File: src/rtl/color_pkg.sv
// Shared definitions for the colour palette block.
//   DEFAULT_COLOR  colour for unused palette slots and out-of-range tile values
//   rgb_t          8-bit-per-channel view of a 24-bit pixel (R in MSBs)
//   default_entry  power-up palette contents, indexed by entry number
//   sat_add        saturating add of a channel value, generic in channel width
package color_pkg;

    localparam logic [23:0] DEFAULT_COLOR = 24'hE0E0E0;

    typedef struct packed {
        logic [7:0] r;
        logic [7:0] g;
        logic [7:0] b;
    } rgb_t;

    function automatic logic [23:0] default_entry(input int idx);
        case (idx)
            0:       return 24'hC0C0C0;
            1:       return 24'hFF99CC;
            2:       return 24'hCC99FF;
            3:       return 24'h9999FF;
            4:       return 24'h99CCFF;
            5:       return 24'h99FFFF;
            6:       return 24'h99FFCC;
            7:       return 24'h99FF99;
            8:       return 24'hCCFF99;
            9:       return 24'hFFFF99;
            10:      return 24'hFFCCFF;
            11:      return 24'hFF9999;
            default: return DEFAULT_COLOR;
        endcase
    endfunction

    // Returns min(a + b, 2**ch_w - 1). The sum is kept one bit wider so it cannot wrap.
    function automatic logic [31:0] sat_add(input logic [31:0] a, input logic [31:0] b,
                                            input int ch_w);
        logic [32:0] sum;
        logic [32:0] lim;
        sum = {1'b0, a} + {1'b0, b};
        lim = (33'd1 << ch_w) - 33'd1;
        return (sum > lim) ? lim[31:0] : sum[31:0];
    endfunction

endpackage

File: src/rtl/palette_regfile.sv
// Palette storage: ENTRIES flops of COLOR_W bits, async reset to the default palette.
//   clk, rst_n   pixel clock, async active-low reset
//   wr_en_i      write strobe; wr_addr_i >= ENTRIES matches no slot and is dropped
//   wr_addr_i    entry to write
//   wr_data_i    new colour
//   rd_addr_i    lookup address; out-of-range returns DEFAULT_COLOR
//   rd_data_o    combinational lookup result (old value during a same-cycle write)
//   bg_o         entry 0, used as the background colour
module palette_regfile
    import color_pkg::*;
#(
    parameter int VALUE_W = 4,
    parameter int ENTRIES = 16,
    parameter int COLOR_W = 24
) (
    input  logic               clk,
    input  logic               rst_n,
    input  logic               wr_en_i,
    input  logic [VALUE_W-1:0] wr_addr_i,
    input  logic [COLOR_W-1:0] wr_data_i,
    input  logic [VALUE_W-1:0] rd_addr_i,
    output logic [COLOR_W-1:0] rd_data_o,
    output logic [COLOR_W-1:0] bg_o
);

    logic [COLOR_W-1:0] mem_q [ENTRIES];

    always_ff @(posedge clk or negedge rst_n) begin
        if (!rst_n) begin
            for (int i = 0; i < ENTRIES; i++) begin
                mem_q[i] <= COLOR_W'(default_entry(i));
            end
        end else if (wr_en_i) begin
            for (int i = 0; i < ENTRIES; i++) begin
                if (wr_addr_i == VALUE_W'(i)) begin
                    mem_q[i] <= wr_data_i;
                end
            end
        end
    end

    // Address decode by comparison keeps the read safe when ENTRIES < 2**VALUE_W.
    always_comb begin
        rd_data_o = COLOR_W'(DEFAULT_COLOR);
        for (int i = 0; i < ENTRIES; i++) begin
            if (rd_addr_i == VALUE_W'(i)) begin
                rd_data_o = mem_q[i];
            end
        end
    end

    assign bg_o = mem_q[0];

endmodule

File: src/rtl/color_palette.sv
// Pipelined programmable palette between the tile generator and the VGA DAC.
// Maps a tile value to a colour with blanking, highlight and frame-based blink,
// and delays valid/hsync/vsync by the same 2 cycles as the colour.
//   clk, rst_n                 pixel clock, async active-low reset
//   pix_valid_in, value_in     pixel stream in (one pixel per clock, no backpressure)
//   blink_in, hl_in, blank_in  per-pixel attributes
//   hsync_in, vsync_in         active-low syncs; vsync falling edge is the frame tick
//   wr_en, wr_addr, wr_data    palette write port
//   pix_valid_out, pixel_color, hsync_out, vsync_out   stream out, 2 cycles later
//   blink_phase                1 = blinking pixels currently replaced by background
// Stream semantics: pix_valid_in qualifies value_in and flags in the same cycle; there is
// no ready, every cycle advances the pipeline, and invalid cycles emit colour 0.
module color_palette
    import color_pkg::*;
#(
    parameter int VALUE_W      = 4,
    parameter int ENTRIES      = 16,
    parameter int COLOR_W      = 24,
    parameter int HL_OFFSET    = 32,
    parameter int BLINK_FRAMES = 30
) (
    input  logic               clk,
    input  logic               rst_n,
    input  logic               pix_valid_in,
    input  logic [VALUE_W-1:0] value_in,
    input  logic               blink_in,
    input  logic               hl_in,
    input  logic               blank_in,
    input  logic               hsync_in,
    input  logic               vsync_in,
    input  logic               wr_en,
    input  logic [VALUE_W-1:0] wr_addr,
    input  logic [COLOR_W-1:0] wr_data,
    output logic               pix_valid_out,
    output logic [COLOR_W-1:0] pixel_color,
    output logic               hsync_out,
    output logic               vsync_out,
    output logic               blink_phase
);

    localparam int CH_W   = COLOR_W / 3;
    localparam int FCNT_W = $clog2(BLINK_FRAMES + 1);

    logic [COLOR_W-1:0] rd_color;
    logic [COLOR_W-1:0] bg_color;

    palette_regfile #(
        .VALUE_W (VALUE_W),
        .ENTRIES (ENTRIES),
        .COLOR_W (COLOR_W)
    ) u_regfile (
        .clk       (clk),
        .rst_n     (rst_n),
        .wr_en_i   (wr_en),
        .wr_addr_i (wr_addr),
        .wr_data_i (wr_data),
        .rd_addr_i (value_in),
        .rd_data_o (rd_color),
        .bg_o      (bg_color)
    );

    // Stage 1: looked-up colours plus flags and syncs.
    logic [COLOR_W-1:0] col_q, bg_q;
    logic               valid_q, blink_q, hl_q, blank_q, hs1_q, vs1_q;

    always_ff @(posedge clk or negedge rst_n) begin
        if (!rst_n) begin
            col_q   <= '0;
            bg_q    <= '0;
            valid_q <= 1'b0;
            blink_q <= 1'b0;
            hl_q    <= 1'b0;
            blank_q <= 1'b0;
            hs1_q   <= 1'b1;
            vs1_q   <= 1'b1;
        end else begin
            col_q   <= rd_color;
            bg_q    <= bg_color;
            valid_q <= pix_valid_in;
            blink_q <= blink_in;
            hl_q    <= hl_in;
            blank_q <= blank_in;
            hs1_q   <= hsync_in;
            vs1_q   <= vsync_in;
        end
    end

    // Blink timing: one tick per vsync falling edge, phase flips every BLINK_FRAMES ticks.
    logic              vs_prev_q;
    logic [FCNT_W-1:0] frame_cnt_q, frame_cnt_d;
    logic              phase_q, phase_d;
    logic              frame_tick;

    assign frame_tick = vs_prev_q & ~vsync_in;

    always_comb begin
        frame_cnt_d = frame_cnt_q;
        phase_d     = phase_q;
        if (frame_tick) begin
            if (frame_cnt_q == FCNT_W'(BLINK_FRAMES - 1)) begin
                frame_cnt_d = '0;
                phase_d     = ~phase_q;
            end else begin
                frame_cnt_d = frame_cnt_q + 1'b1;
            end
        end
    end

    always_ff @(posedge clk or negedge rst_n) begin
        if (!rst_n) begin
            vs_prev_q   <= 1'b1;
            frame_cnt_q <= '0;
            phase_q     <= 1'b0;
        end else begin
            vs_prev_q   <= vsync_in;
            frame_cnt_q <= frame_cnt_d;
            phase_q     <= phase_d;
        end
    end

    // Stage 2: final colour selection, blank over blink over highlight.
    logic [COLOR_W-1:0] hl_color;
    logic [COLOR_W-1:0] pixel_d;
    logic [COLOR_W-1:0] pixel_q;
    logic               valid2_q, hs2_q, vs2_q;

    always_comb begin
        hl_color = '0;
        for (int c = 0; c < 3; c++) begin
            hl_color[c*CH_W +: CH_W] =
                CH_W'(sat_add(32'(col_q[c*CH_W +: CH_W]), 32'(HL_OFFSET), CH_W));
        end
        pixel_d = col_q;
        if (!valid_q || blank_q) begin
            pixel_d = '0;
        end else if (blink_q && phase_q) begin
            pixel_d = bg_q;  // hidden blinking pixel shows background, never highlighted
        end else if (hl_q) begin
            pixel_d = hl_color;
        end
    end

    always_ff @(posedge clk or negedge rst_n) begin
        if (!rst_n) begin
            pixel_q  <= '0;
            valid2_q <= 1'b0;
            hs2_q    <= 1'b1;
            vs2_q    <= 1'b1;
        end else begin
            pixel_q  <= pixel_d;
            valid2_q <= valid_q;
            hs2_q    <= hs1_q;
            vs2_q    <= vs1_q;
        end
    end

    assign pixel_color   = pixel_q;
    assign pix_valid_out = valid2_q;
    assign hsync_out     = hs2_q;
    assign vsync_out     = vs2_q;
    assign blink_phase   = phase_q;

endmodule

File: config.mk
export PLATFORM = sky130hd
export DESIGN_NAME = color_palette
export DESIGN_NICKNAME = d
export VERILOG_FILES = /design/src/rtl/color_pkg.sv /design/src/rtl/palette_regfile.sv /design/src/rtl/color_palette.sv
export SDC_FILE = /design/constraint.sdc
export NUM_CORES = 1
export LEC_CHECK = 0
export BUFFER_PORTS_ARGS = -buffer_cell sky130_fd_sc_hd__buf_2
export CORE_MARGIN = 1
export CORE_UTILIZATION = 46
export DETAILED_ROUTE_END_ITERATION = 6
export GPL_ROUTABILITY_DRIVEN = 0
export HOLD_SLACK_MARGIN = 0.06
export MAX_ROUTING_LAYER = met4
export PLACE_DENSITY_LB_ADDON = 0.3
export RECOVER_POWER = 25
export SYNTH_ARGS = -nofsm -noshare
export SYNTH_HDL_FRONTEND = slang
export SYNTH_SLANG_ARGS = --single-unit
File: constraint.sdc
create_clock -name clk -period 4.1 [get_ports clk]
set_input_delay 0.205 -clock clk [delete_from_list [all_inputs] [get_ports clk]]
set_output_delay 0.205 -clock clk [all_outputs]
set_load 0.01 [all_outputs]
# After elaboration in Yosys (flattened, before gate mapping)
# Index checks and enable logic that the tools add are counted.
[classes]
eq_ne = 31
n_reduce_logical = 22
order_cmp = 3
n_bitwise = 3
muxes = 23
add_sub_neg = 4
[op_table]
columns = ["op", "count"]
rows = [
  ["$mux W24", 19],
  ["$eq A4 B4 Y1 const B", 16],
  ["$reduce_and A2 Y1", 17],
  ["$eq A4 B3 Y1 const B", 8],
  ["$add A8 B6 Y9 const B", 3],
  ["$gt A9 B8 Y1 const B", 3],
  ["$mux W8", 3],
  ["$eq A4 B2 Y1 const B", 4],
  ["$eq A4 B1 Y1 const B", 2],
  ["$logic_not A4 Y1", 2],
  ["$add A5 B1 Y5 const B", 1],
  ["$eq A5 B5 Y1 const B", 1],
  ["$mux W5", 1],
  ["$not A1 Y1", 2],
  ["$and A1 B1 Y1", 1],
  ["$logic_and A1 B1 Y1", 1],
  ["$logic_not A1 Y1", 1],
  ["$logic_or A1 B1 Y1", 1],
]
[totals]
reg_bits = 471
word_cells = 116
inputBits = 41

# Depth between registers and ports, before layout
# Gate-level depths: netlist of the first run.
[logic_depth]
word_depth = 17
ltp_mapped = 9
ltp_nobuf = 7

# By module
# A second synthesis of the first run with hierarchy kept.
[hier_totals]
cells_unflattened = 1665
area_unflattened_um2 = 21789.6
[by_module_without_submodules]
columns = ["mod", "area_per_inst_um2", "cells_each", "instances"]
rows = [
  ["palette_regfile", 18733.0, 1473, 1],
  ["color_palette", 3056.7, 192, 1],
]

# Worst setup path after synthesis of the first run
# No wires, ideal clock.
[synth_timing]
path_kind = "register to register"
from = "register col_q[5]"
to = "register pixel_q[7] (netlist: pixel_color[7])"
stages_incl_launch_ff = 8
n_path_buf = 0
setup_ns = 0.065
t_arrival_ns = 1.579
required_time_ns = 4.035
setup_slack_ns = 2.456
synth_period_minus_slack_ns = 1.644
cell_sequence = "dfrtp_1 > inv_1 > ha_1 > nand2_1 > nor4b_1 > a21oi_1 > nor2_1 > o221a_2"
[synth_via]
elab_chain_cells = 6
[synth_rtl]
columns = ["item", "line_no", "rtl"]
rows = [
  ["start: declaration", "color_palette.sv:63", "logic [COLOR_W-1:0] col_q, bg_q;"],
  ["start signal: assignment", "color_palette.sv:77", "col_q <= rd_color;"],
  ["$add A8 B6 Y9 (*)", "color_pkg.sv:39", "sum = {1'b0, a} + {1'b0, b};"],
  ["$gt A9 B8 Y1", "color_pkg.sv:41", "return (sum > lim) ? lim[31:0] : sum[31:0];"],
  ["$mux W8 (*)", "color_pkg.sv:41", ""],
  ["$mux W24 (*)", "color_palette.sv:138", "end else if (hl_q) begin"],
  ["$mux W24 (*)", "color_palette.sv:136", "end else if (blink_q && phase_q) begin"],
  ["$mux W24 (*)", "color_palette.sv:134", "if (!valid_q || blank_q) begin"],
  ["net pixel_d[7]", "color_palette.sv:123", "logic [COLOR_W-1:0] pixel_d;"],
  ["end signal: assignment", "color_palette.sv:150", "pixel_q <= pixel_d;"],
  ["end: declaration", "color_palette.sv:124", "logic [COLOR_W-1:0] pixel_q;"],
]
# Mark *: on every way through the listed nets, which the timed path passes. The rest lies on a longest branch.
# A chain may end at the register's enable or synchronous reset.

# Worst setup path in the final report of the first run
[layout_timing]
from = "input port wr_addr[0]"
to = "register u_regfile.mem_q[68] in the netlist's numbering"
[layout_via]
elab_chain_cells = 2
[layout_rtl]
columns = ["item", "line_no", "rtl"]
rows = [
  ["start: declaration", "color_palette.sv:32", "input logic [VALUE_W-1:0] wr_addr,"],
  ["$eq A4 B4 Y1", "palette_regfile.sv:35", "if (wr_addr_i == VALUE_W'(i)) begin"],
  ["$reduce_and A2 Y1 (no line)", "n/a", ""],
  ["end signal: indexed assignment", "palette_regfile.sv:31", "mem_q[i] <= COLOR_W'(default_entry(i));"],
  ["end signal: indexed assignment", "palette_regfile.sv:36", "mem_q[i] <= wr_data_i;"],
  ["end: declaration", "palette_regfile.sv:26", "logic [COLOR_W-1:0] mem_q [ENTRIES];"],
]
# No other way between the ends.

==> results of run 1 <==
[through the flow]
stage | power, µW | instance area [µm²] | utilization [%] | cells | setup slack (ns)
floorplan | 8067 | 21520 | - | 1623 | 2.456
global placement | 8733 | 22340 | 48.82 | 2199 | 1.595
detailed placement | 8861 | 22340 | 48.82 | 2199 | 1.555
CTS | 13610 | 24360 | 53.22 | 2321 | 2.022
global route | 14140 | 24310 | 53.11 | 2321 | 1.094
finish | 13550 | 24310 | 53.12 | 2323 | 1.249
[kinds of logic after synthesis]
logic type                 count (synthesis)
DFF                                      471
muxes                                    463
AOI/OAI and AO/OA                        284
and+or+nand+nor                          244
buffers and inverters                    148
adders and majority gates                  8
xor gates and xnor gates                   5
[flip-flops by register name, summed over array words and instances, names as in the netlist]
| name | flops |
|---|---|
| u_regfile.bg_o | 24 |
| blink_q | 1 |
| pix_valid_out | 1 |
| vs_prev_q | 1 |
| pixel_color | 24 |
| bg_q | 24 |
| u_regfile.mem_q | 360 |
| hsync_out | 1 |
| vsync_out | 1 |
| hl_q | 1 |
| blink_phase | 1 |
| hs1_q | 1 |
| col_q | 24 |
| frame_cnt_q | 5 |
| valid_q | 1 |
| blank_q | 1 |
[power groups by stage]
stage | Combinational [µW] | Clock, µW | Sequential [µW]
2_1_floorplan | 1560 | 0 | 6510
3_3_place_gp | 2030 | 0 | 6710
3_5_place_dp | 2100 | 0 | 6760
4_1_cts | 2130 | 4790 | 6690
5_1_grt | 2320 | 4990 | 6830
6_report | 2120 | 4730 | 6700
[final cells by class]
class | instances | area share [%]
Timing Repair Buffer | 135 | 3.891
Inverter | 15 | 0.2316
Clock buffer | 78 | 6.330
Antenna cell | 2 | 0.02059
Multi-Input combinational cell | 1004 | 35.87
Sequential cell | 471 | 49.68
Clock inverter | 18 | 0.8852
Tap cell | 600 | 3.088
[Yosys cell counts, types with 9 or more instances]
| cell | number |
|---|---|
| sky130_fd_sc_hd__a211oi_1 | 9 |
| sky130_fd_sc_hd__mux2_1 | 60 |
| sky130_fd_sc_hd__o221ai_1 | 14 |
| sky130_fd_sc_hd__mux2i_1 | 45 |
| sky130_fd_sc_hd__mux2_2 | 331 |
| sky130_fd_sc_hd__dfstp_2 | 234 |
| sky130_fd_sc_hd__nor2b_1 | 10 |
| sky130_fd_sc_hd__or3_1 | 9 |
| sky130_fd_sc_hd__nand2_1 | 71 |
| sky130_fd_sc_hd__o22ai_1 | 20 |
| sky130_fd_sc_hd__nand2b_1 | 14 |
| sky130_fd_sc_hd__nand3_1 | 14 |
| sky130_fd_sc_hd__buf_2 | 56 |
| sky130_fd_sc_hd__inv_1 | 11 |
| sky130_fd_sc_hd__a31oi_1 | 11 |
| sky130_fd_sc_hd__o21ai_0 | 69 |
| sky130_fd_sc_hd__mux4_2 | 27 |
| sky130_fd_sc_hd__o221a_2 | 13 |
| sky130_fd_sc_hd__nor2_1 | 66 |
| sky130_fd_sc_hd__buf_4 | 16 |
| sky130_fd_sc_hd__nor3_1 | 27 |
| sky130_fd_sc_hd__clkbuf_1 | 51 |
| sky130_fd_sc_hd__dfrtp_1 | 237 |
| sky130_fd_sc_hd__a21oi_1 | 58 |
[how the worst max path moves through the flow]
| stage | depth (start not counted) | from | slack (ns) | end |
|---|---|---|---|---|
| 2_1_floorplan | 7 | col_q[5]$_DFF_PN0_ | 2.46 | pixel_color[7]$_DFF_PN0_ |
| 3_3_place_gp | 6 | value_in[1] | 1.59 | col_q[14]$_DFF_PN0_ |
| 3_5_place_dp | 6 | value_in[1] | 1.55 | col_q[14]$_DFF_PN0_ |
| 4_1_cts | 3 | blink_phase$_DFFE_PN0P_ | 2.02 | pixel_color[11]$_DFF_PN0_ |
| 5_1_grt | 5 | wr_addr[0] | 1.09 | u_regfile.mem_q[65]$_DFFE_PN0P_ |
| 6_report | 5 | wr_addr[0] | 1.25 | u_regfile.mem_q[68]$_DFFE_PN0P_ |
[what timing repair did]
action	CTS	global route
buffers inserted	0	0
resized for setup	0	0
endpoints found under the hold margin	129	0
hold buffers	26	0
[metal layers]
metal,vias to the layer above,part of all wire [%],wire length [µm],global-route usage [%]
met1,7508,45,27170,38.40
met3,117,7.2,4315,5.052
li1,6071,-,-,-
met4,0,2.7,1636,7.879
met5,-,0,0,-
met2,557,45,26890,38.91
==> run_summary.xml, run 1 <==
<?xml version="1.0" encoding="UTF-8"?>
<metrics>
  <group name="power_and_ir_drop">
    <metric name="p_leak" unit="µW">0.009986</metric>
    <metric name="swShare" unit="%">26.01</metric>
    <metric name="combinationalPowerShare" unit="%">15.6</metric>
    <metric name="internal-power" unit="µW">10030</metric>
    <metric name="worst_ir_drop_vdd" unit="V">0.0003052</metric>
    <metric name="power.density_cell_area" unit="nW/µm²">557.5</metric>
    <metric name="power.clock.fraction" unit="%">34.9</metric>
    <metric name="share_seq_of_total_power" unit="%">49.5</metric>
    <metric name="power.net_switching" unit="µW">3526</metric>
  </group>
  <group name="drt">
    <metric name="viasPerCell" unit="">6.136</metric>
    <metric name="routed-via-count" unit="">14250</metric>
    <metric name="number_of_search_and_repair_iterations_in_the_first_detailed_routing_pass" unit="">5</metric>
    <metric name="drc_errors" unit="">0</metric>
    <metric name="postRouteAntennaNets" unit="">0</metric>
    <metric name="drt-total-wl" unit="µm">60010</metric>
    <metric name="wire_per_inst" unit="µm">25.83</metric>
    <metric name="detailedRoute.firstIterationViolations" unit="">1391</metric>
  </group>
  <group name="cts">
    <metric name="clock_buffer_count_from_cts" unit="">51</metric>
    <metric name="cts.sinks" unit="">471</metric>
    <metric name="cts_tree" unit="">yes</metric>
    <metric name="h_tree_depth" unit="">2</metric>
    <metric name="clockRootBuffer" unit="">sky130_fd_sc_hd__clkbuf_16</metric>
    <metric name="clock_latency" unit="ns">0.60</metric>
    <metric name="worst_setup_hold_path_clk_slew" unit="ns">0.06</metric>
    <metric name="cts_max_path_buffers" unit="">3</metric>
  </group>
  <group name="sta">
    <metric name="clock.fmax" unit="GHz">0.3508</metric>
    <metric name="grt_setup_unrepaired" unit="">no</metric>
    <metric name="timing.hold.ws" unit="ns">0.07220</metric>
    <metric name="timing.final.setup_violations" unit="">0</metric>
    <metric name="min_period" unit="ns">2.851</metric>
    <metric name="finalHoldViolCount" unit="">0</metric>
    <metric name="final.period_utilization" unit="%">69.53</metric>
    <metric name="slew_headroom" unit="%">-60.86</metric>
    <metric name="tightestPinTransition" unit="ns">2.413</metric>
    <metric name="fin_setup_tns" unit="ns">0</metric>
    <metric name="fin_skew" unit="ns">0.01620</metric>
    <metric name="timing.final.max_slew_violations" unit="">207</metric>
  </group>
  <group name="synth">
    <metric name="synth_compound_gate_area_share" unit="%">8.932</metric>
    <metric name="yosys.area_share.simple" unit="%">5.408</metric>
    <metric name="mean_cell_area_of_the_mapped_netlist" unit="µm²">13.26</metric>
    <metric name="synth_cell_type_count" unit="">70</metric>
    <metric name="asyncSetResetFlopFracSynth" unit="%">100.0</metric>
    <metric name="synth.ff_latch_count" unit="">471</metric>
    <metric name="yosys_warnings" unit="">0</metric>
    <metric name="netlist.top_cell.by_area" unit="">sky130_fd_sc_hd__dfstp_2</metric>
    <metric name="synth_mux_area_share" unit="%">25.38</metric>
    <metric name="synth-edff-count" unit="">0</metric>
    <metric name="synthTopCellsByArea" unit="">sky130_fd_sc_hd__dfstp_2, sky130_fd_sc_hd__dfrtp_1, sky130_fd_sc_hd__mux2_2</metric>
    <metric name="synth_flop_cell" unit="">sky130_fd_sc_hd__dfrtp_1</metric>
    <metric name="seq_area_frac_synth" unit="%">56.14</metric>
    <metric name="netlist_area_pre_place" unit="µm²">21520</metric>
    <metric name="yosys.area_share.xor_xnor" unit="%">0.2035</metric>
    <metric name="postSynthNetCount" unit="">1672</metric>
    <metric name="synth_fa_ha_area_share" unit="%">0.4652</metric>
    <metric name="synth_top_area_share" unit="%">28.58</metric>
    <metric name="syn_inst" unit="">1623</metric>
    <metric name="synth_top_family_by_area" unit="">multiplexers</metric>
  </group>
  <group name="floorplanning">
    <metric name="design.die.area" unit="µm²">47640</metric>
    <metric name="floorplan.initialDensity" unit="%">47.01</metric>
    <metric name="top_level_ports" unit="">69</metric>
    <metric name="core_region_area" unit="µm²">45770</metric>
    <metric name="die-width" unit="µm">218.3</metric>
    <metric name="floorplan.rows" unit="">78</metric>
    <metric name="die-height" unit="µm">218.3</metric>
  </group>
  <group name="setup_path">
    <metric name="reg2reg_slack" unit="ns">2.06</metric>
    <metric name="worst-endpoint-arrival" unit="ns">3.32</metric>
    <metric name="critPathTopFamily" unit="">simple AND/OR/NAND/NOR gates</metric>
    <metric name="crit_path_top_delay_cell" unit="">sky130_fd_sc_hd__nor2_1</metric>
    <metric name="cp_max_fo" unit="">16</metric>
    <metric name="timing.critical_path.cells" unit="">clkbuf_1, nand2b_1, nor2_1, buf_4, mux2_2</metric>
    <metric name="critPathLaunchType" unit="">input pin</metric>
    <metric name="cp-end-kind" unit="">flip-flop</metric>
    <metric name="reg2regPathDepth" unit="">3</metric>
    <metric name="critical_path.n_buffers_inverters" unit="">2</metric>
    <metric name="regToRegStartpoint" unit="">blink_phase$_DFFE_PN0P_</metric>
    <metric name="worst-setup-path-type" unit="">in2reg</metric>
    <metric name="slowest_delay" unit="ns">1.78</metric>
    <metric name="critical_path_required" unit="ns">4.57</metric>
    <metric name="r2r-end" unit="">pixel_color[9]$_DFF_PN0_</metric>
  </group>
  <group name="run_status">
    <metric name="violations" unit="">max-capacitance violations, max-slew violations</metric>
    <metric name="outcome" unit="">finished with violations</metric>
  </group>
  <group name="global_route">
    <metric name="overall_track_demand_over_capacity_in_global_routing" unit="%">26.89</metric>
    <metric name="grt_start_max_net_pins" unit="">113</metric>
    <metric name="global_route.overflow_total" unit="">0</metric>
    <metric name="initial_antenna_violation_count" unit="">1</metric>
    <metric name="global_route_wire_length_before_repair" unit="µm">92900</metric>
    <metric name="via_count_of_the_first_global_routing_pass" unit="">14600</metric>
  </group>
  <group name="placement">
    <metric name="dp.final_hpwl" unit="µm">37010</metric>
    <metric name="io_buffer_count" unit="">68</metric>
  </group>
  <group name="final_layout">
    <metric name="final.fill_count" unit="">3823</metric>
    <metric name="design.final.nets" unit="">1727</metric>
    <metric name="layout.cells.most_common_list" unit="">sky130_fd_sc_hd__mux2_2, sky130_fd_sc_hd__dfrtp_1, sky130_fd_sc_hd__dfstp_2, sky130_fd_sc_hd__nand2_1, sky130_fd_sc_hd__o21ai_0</metric>
    <metric name="layout.cells.most_common" unit="">sky130_fd_sc_hd__mux2_2</metric>
    <metric name="drive_gt1_share" unit="%">46.31</metric>
    <metric name="multiInputGateArea" unit="µm²">8721</metric>
    <metric name="area.growth.synth_to_final" unit="%">13.00</metric>
    <metric name="ff_latch_area" unit="µm²">12080</metric>
  </group>
  <group name="hold_path">
    <metric name="worst_hold_startpoint" unit="">wr_data[17]</metric>
    <metric name="min_delay_worst_endpoint" unit="">u_regfile.mem_q[89]$_DFFE_PN0P_</metric>
    <metric name="worstHoldPathCells" unit="">2</metric>
    <metric name="holdCritPathClass" unit="">in2reg</metric>
  </group>
  <group name="flow_run">
    <metric name="maxCapViolCount" unit="">9</metric>
  </group>
</metrics>
Note: power is estimated with default switching activity, not from simulation.
==> run 2, diff against run 1 <==
ABC_AREA = 1   (was not set)
clock period = 2.6 ns   (was 4.1 ns; I/O delays follow)
==> run 2 against run 1 <==
The flow still finishes with violations (max-capacitance violations, max-slew violations). Worst hold slack better by 0.047 ns. Worst setup slack got worse by 0.74 ns. Via count rose by 16%. Count of clock-buffer cells in the layout shrank 7. Final area shrank 3.6%. Synthesized cell count up 45%. Sequential share of layout area increased by 1.9 points. Synthesized area is 4.5% lower. Critical path depth up 6. Critical endpoint is now col_q[23]$_DFF_PN0_. Largest cell class unchanged. Highest routed layer unchanged.
==> run_summary.xml, run 2 <==
<?xml version="1.0" encoding="UTF-8"?>
<metrics>
  <group name="run_status">
    <metric name="outcome" unit="">finished with violations</metric>
    <metric name="violations" unit="">max-capacitance violations, max-slew violations</metric>
  </group>
  <group name="synth">
    <metric name="synth_most_common_cell" unit="">sky130_fd_sc_hd__nand2_1</metric>
    <metric name="synth_top_area_share" unit="%">29.92</metric>
    <metric name="netlist.top_cell.by_area" unit="">sky130_fd_sc_hd__dfstp_2</metric>
    <metric name="yosys_warnings" unit="">0</metric>
    <metric name="asyncSetResetFlopFracSynth" unit="%">100.0</metric>
    <metric name="synth_cell_type_count" unit="">35</metric>
    <metric name="netlist_area_pre_place" unit="µm²">20550</metric>
    <metric name="postSynthNetCount" unit="">2401</metric>
    <metric name="syn_inst" unit="">2352</metric>
    <metric name="synth_flop_cell" unit="">sky130_fd_sc_hd__dfrtp_1</metric>
    <metric name="synthTopCellsByArea" unit="">sky130_fd_sc_hd__dfstp_2, sky130_fd_sc_hd__dfrtp_1, sky130_fd_sc_hd__nand2_1</metric>
    <metric name="synth-edff-count" unit="">0</metric>
    <metric name="synth.ff_latch_count" unit="">471</metric>
    <metric name="synth_top_cells_by_count" unit="">sky130_fd_sc_hd__nand2_1, sky130_fd_sc_hd__o21ai_0, sky130_fd_sc_hd__dfrtp_1</metric>
    <metric name="seq_area_frac_synth" unit="%">58.77</metric>
    <metric name="mean_cell_area_of_the_mapped_netlist" unit="µm²">8.738</metric>
  </group>
  <group name="floorplanning">
    <metric name="top_level_ports" unit="">69</metric>
    <metric name="core_region_area" unit="µm²">44120</metric>
    <metric name="floorplan.rows" unit="">77</metric>
    <metric name="floorplan.initialDensity" unit="%">46.58</metric>
    <metric name="die-height" unit="µm">213.4</metric>
    <metric name="design.die.area" unit="µm²">45530</metric>
    <metric name="die-width" unit="µm">213.4</metric>
  </group>
  <group name="setup_path">
    <metric name="r2r-end" unit="">col_q[7]$_DFF_PN0_</metric>
    <metric name="critPathLaunchType" unit="">input pin</metric>
    <metric name="endpoint" unit="">col_q[23]$_DFF_PN0_</metric>
    <metric name="critical_path.n_buffers_inverters" unit="">3</metric>
    <metric name="cp-end-kind" unit="">flip-flop</metric>
    <metric name="reg2reg_slack" unit="ns">0.66</metric>
    <metric name="slowest_delay" unit="ns">0.76</metric>
    <metric name="critical_path_required" unit="ns">3.13</metric>
    <metric name="crit_path_top_delay_cell" unit="">sky130_fd_sc_hd__nor2_2</metric>
    <metric name="cp_max_fo" unit="">22</metric>
    <metric name="worst-endpoint-arrival" unit="ns">2.62</metric>
    <metric name="regToRegStartpoint" unit="">u_regfile.bg_o[7]$_DFFE_PN1P_</metric>
    <metric name="critPathTopFamily" unit="">simple AND/OR/NAND/NOR gates</metric>
    <metric name="timing.critical_path.cells" unit="">buf_2, nor2_2, nand2_1, inv_1, buf_4, nand2_1, nand2_1, nand4_1, nand2_1, nand3_1, nand2_1</metric>
    <metric name="cp_num_cells" unit="">11</metric>
    <metric name="worst_setup_path_startpoint" unit="">value_in[0]</metric>
    <metric name="reg2regPathDepth" unit="">9</metric>
    <metric name="timing.critical_path.mode_cell" unit="">sky130_fd_sc_hd__nand2_1</metric>
    <metric name="worst-setup-path-type" unit="">in2reg</metric>
  </group>
  <group name="global_route">
    <metric name="overall_track_demand_over_capacity_in_global_routing" unit="%">28.88</metric>
    <metric name="grt_start_max_net_pins" unit="">81</metric>
    <metric name="global_route.overflow_total" unit="">0</metric>
    <metric name="via_count_of_the_first_global_routing_pass" unit="">16000</metric>
    <metric name="initial_antenna_violation_count" unit="">2</metric>
    <metric name="global_route_wire_length_before_repair" unit="µm">95030</metric>
  </group>
  <group name="final_layout">
    <metric name="design.final.nets" unit="">2454</metric>
    <metric name="largest-register" unit="">u_regfile.mem_q</metric>
    <metric name="layout.cells.most_common" unit="">sky130_fd_sc_hd__nand2_1</metric>
    <metric name="final_core_util" unit="%">53.09</metric>
    <metric name="drive_gt1_share" unit="%">20.56</metric>
    <metric name="flip_flop_count_of_the_largest_register_after_layout" unit="">360</metric>
    <metric name="layout.cells.most_common_list" unit="">sky130_fd_sc_hd__nand2_1, sky130_fd_sc_hd__o21ai_0, sky130_fd_sc_hd__dfrtp_1, sky130_fd_sc_hd__dfstp_2, sky130_fd_sc_hd__nor2_1</metric>
    <metric name="final.fill_count" unit="">4108</metric>
    <metric name="finalInstanceArea" unit="µm²">23430</metric>
    <metric name="area.growth.synth_to_final" unit="%">13.98</metric>
  </group>
  <group name="sta">
    <metric name="slew_headroom" unit="%">-44.45</metric>
    <metric name="clock.fmax" unit="GHz">0.4785</metric>
    <metric name="grt_setup_unrepaired" unit="">no</metric>
    <metric name="timing.final.max_slew_violations" unit="">280</metric>
    <metric name="fin_skew" unit="ns">0.02996</metric>
    <metric name="timing.final.setup_violations" unit="">0</metric>
    <metric name="min_period" unit="ns">2.090</metric>
    <metric name="finalHoldViolCount" unit="">0</metric>
    <metric name="fin_setup_tns" unit="ns">0</metric>
    <metric name="tightestPinTransition" unit="ns">2.167</metric>
    <metric name="final.period_utilization" unit="%">80.38</metric>
    <metric name="timing.hold.ws" unit="ns">0.1189</metric>
  </group>
  <group name="power_and_ir_drop">
    <metric name="p_leak" unit="µW">0.01051</metric>
    <metric name="power.density_cell_area" unit="nW/µm²">874.5</metric>
    <metric name="worst_ir_drop_vdd" unit="V">0.0004849</metric>
    <metric name="total_power" unit="µW">20490</metric>
  </group>
  <group name="drt">
    <metric name="drc_errors" unit="">0</metric>
    <metric name="viasPerCell" unit="">5.455</metric>
    <metric name="routed-via-count" unit="">16590</metric>
    <metric name="detailedRoute.firstIterationViolations" unit="">1677</metric>
    <metric name="wire_per_inst" unit="µm">20.35</metric>
    <metric name="postRouteAntennaNets" unit="">0</metric>
    <metric name="number_of_search_and_repair_iterations_in_the_first_detailed_routing_pass" unit="">5</metric>
    <metric name="drt-total-wl" unit="µm">61870</metric>
  </group>
  <group name="cts">
    <metric name="cts_tree" unit="">yes</metric>
    <metric name="clockRootBuffer" unit="">sky130_fd_sc_hd__clkbuf_16</metric>
    <metric name="h_tree_depth" unit="">2</metric>
    <metric name="worst_setup_hold_path_clk_slew" unit="ns">0.06</metric>
    <metric name="post_cts_buffers" unit="">0</metric>
    <metric name="clock_latency" unit="ns">0.61</metric>
    <metric name="post_cts.resized_instances" unit="">0</metric>
    <metric name="cts_max_path_buffers" unit="">3</metric>
    <metric name="clock_buffer_count_from_cts" unit="">51</metric>
    <metric name="cts.sinks" unit="">471</metric>
  </group>
  <group name="hold_path">
    <metric name="holdCritPathClass" unit="">in2reg</metric>
  </group>
  <group name="placement">
    <metric name="io_buffer_count" unit="">68</metric>
    <metric name="placedInstanceArea" unit="µm²">21490</metric>
    <metric name="dp.final_hpwl" unit="µm">41160</metric>
  </group>
  <group name="flow_run">
    <metric name="maxCapViolCount" unit="">6</metric>
  </group>
</metrics>
## run 2: changes by cell type in the layout (fill, tap and decap cells not counted), moves of 45 or more
| cell | before | now |
|---|---|---|
| sky130_fd_sc_hd__nand3_1 | 14 | 68 |
| sky130_fd_sc_hd__mux2_1 | 60 | 0 |
| sky130_fd_sc_hd__o21ai_0 | 69 | 359 |
| sky130_fd_sc_hd__mux2i_1 | 45 | 0 |
| sky130_fd_sc_hd__nand2_1 | 71 | 622 |
| sky130_fd_sc_hd__mux2_2 | 331 | 0 |
| sky130_fd_sc_hd__inv_1 | 11 | 178 |
| sky130_fd_sc_hd__a21oi_1 | 58 | 109 |
| sky130_fd_sc_hd__nand4_1 | 5 | 66 |
| sky130_fd_sc_hd__nor2_1 | 62 | 190 |
## run 2: worst min path at each step
| stage | start | to | slack, ns | depth (start not counted) |
|---|---|---|---|---|
| global placement | rst_n | bg_q[19]$_DFF_PN0_ | 0.18 | 1 |
| floorplan | rst_n | bg_q[0]$_DFF_PN0_ | -0.17 | 0 |
| global route | wr_data[12] | u_regfile.mem_q[12]$_DFFE_PN0P_ | 0.15 | 3 |
| CTS | value_in[1] | col_q[10]$_DFF_PN0_ | 0.09 | 5 |
| finish | value_in[1] | col_q[10]$_DFF_PN0_ | 0.12 | 5 |
| detailed placement | rst_n | bg_q[19]$_DFF_PN0_ | 0.20 | 1 |
## run 2: report_power, final
part | internal [µW] | switching [µW] | total (µW) | leakage (µW)
Combinational | 964 | 1730 | 2690 | 0.00421
Sequential | 9420 | 925 | 10300 | 0.00542
Clock | 4430 | 3020 | 7450 | 0.000878
## run 2: cell families (layout without fill, tap and decap cells)
group | Yosys count | count (layout) | share of synthesized area [%]
AO/OA/AOI/OAI | 489 | 489 | 12.10
XOR/XNOR | 4 | 4 | 0.1704
adder cells (fa/ha/maj) | 8 | 8 | 0.4871
buffers and inverters | 335 | 430 | 6.709
flip-flops | 471 | 471 | 58.77
other | 0 | 2 | 0
AND/OR/NAND/NOR | 1045 | 1045 | 21.76
## run 2: per-layer routing
metal / global-route usage (%) / routed length [µm] / up-vias
met2: 43.62 / 28150 / 694
met5: - / 0 / -
met3: 5.770 / 5045 / 130
li1: - / - / 7663
met1: 38.34 / 26320 / 8102
met4: 11.43 / 2356 / 0
## run 2: final cells by class
cell class                      count  area, µm²  share of cell area (%)
Sequential cell                   471      12080                   51.56
Timing Repair Buffer              148       1031                   4.401
Inverter                          187      701.9                   2.996
Clock buffer                       71       1503                   6.415
Tap cell                          592      740.7                   3.162
Multi-Input combinational cell   1546       7127                   30.42
Clock inverter                     24      237.7                   1.015
Antenna cell                        2      5.005                 0.02137
## run 2: worst min-delay path, delay by kind of cell
kind	cells	cell delay [ns]
buffers and inverters	1	0.15
AND/OR/NAND/NOR	4	0.40
## run 2: metrics by stage
stage	setup slack, ns	std cells
detailed placement	0.02962	2920
global route	0.4108	3041
global placement	0.08458	2920
finish	0.5102	3041
floorplan	1.206	2352
CTS	0.6196	3039
## run 2: what timing repair did
action | CTS | global route
setup endpoints to repair | 0 | 0
hold buffers | 24 | 0
hold endpoints to repair | 145 | 0
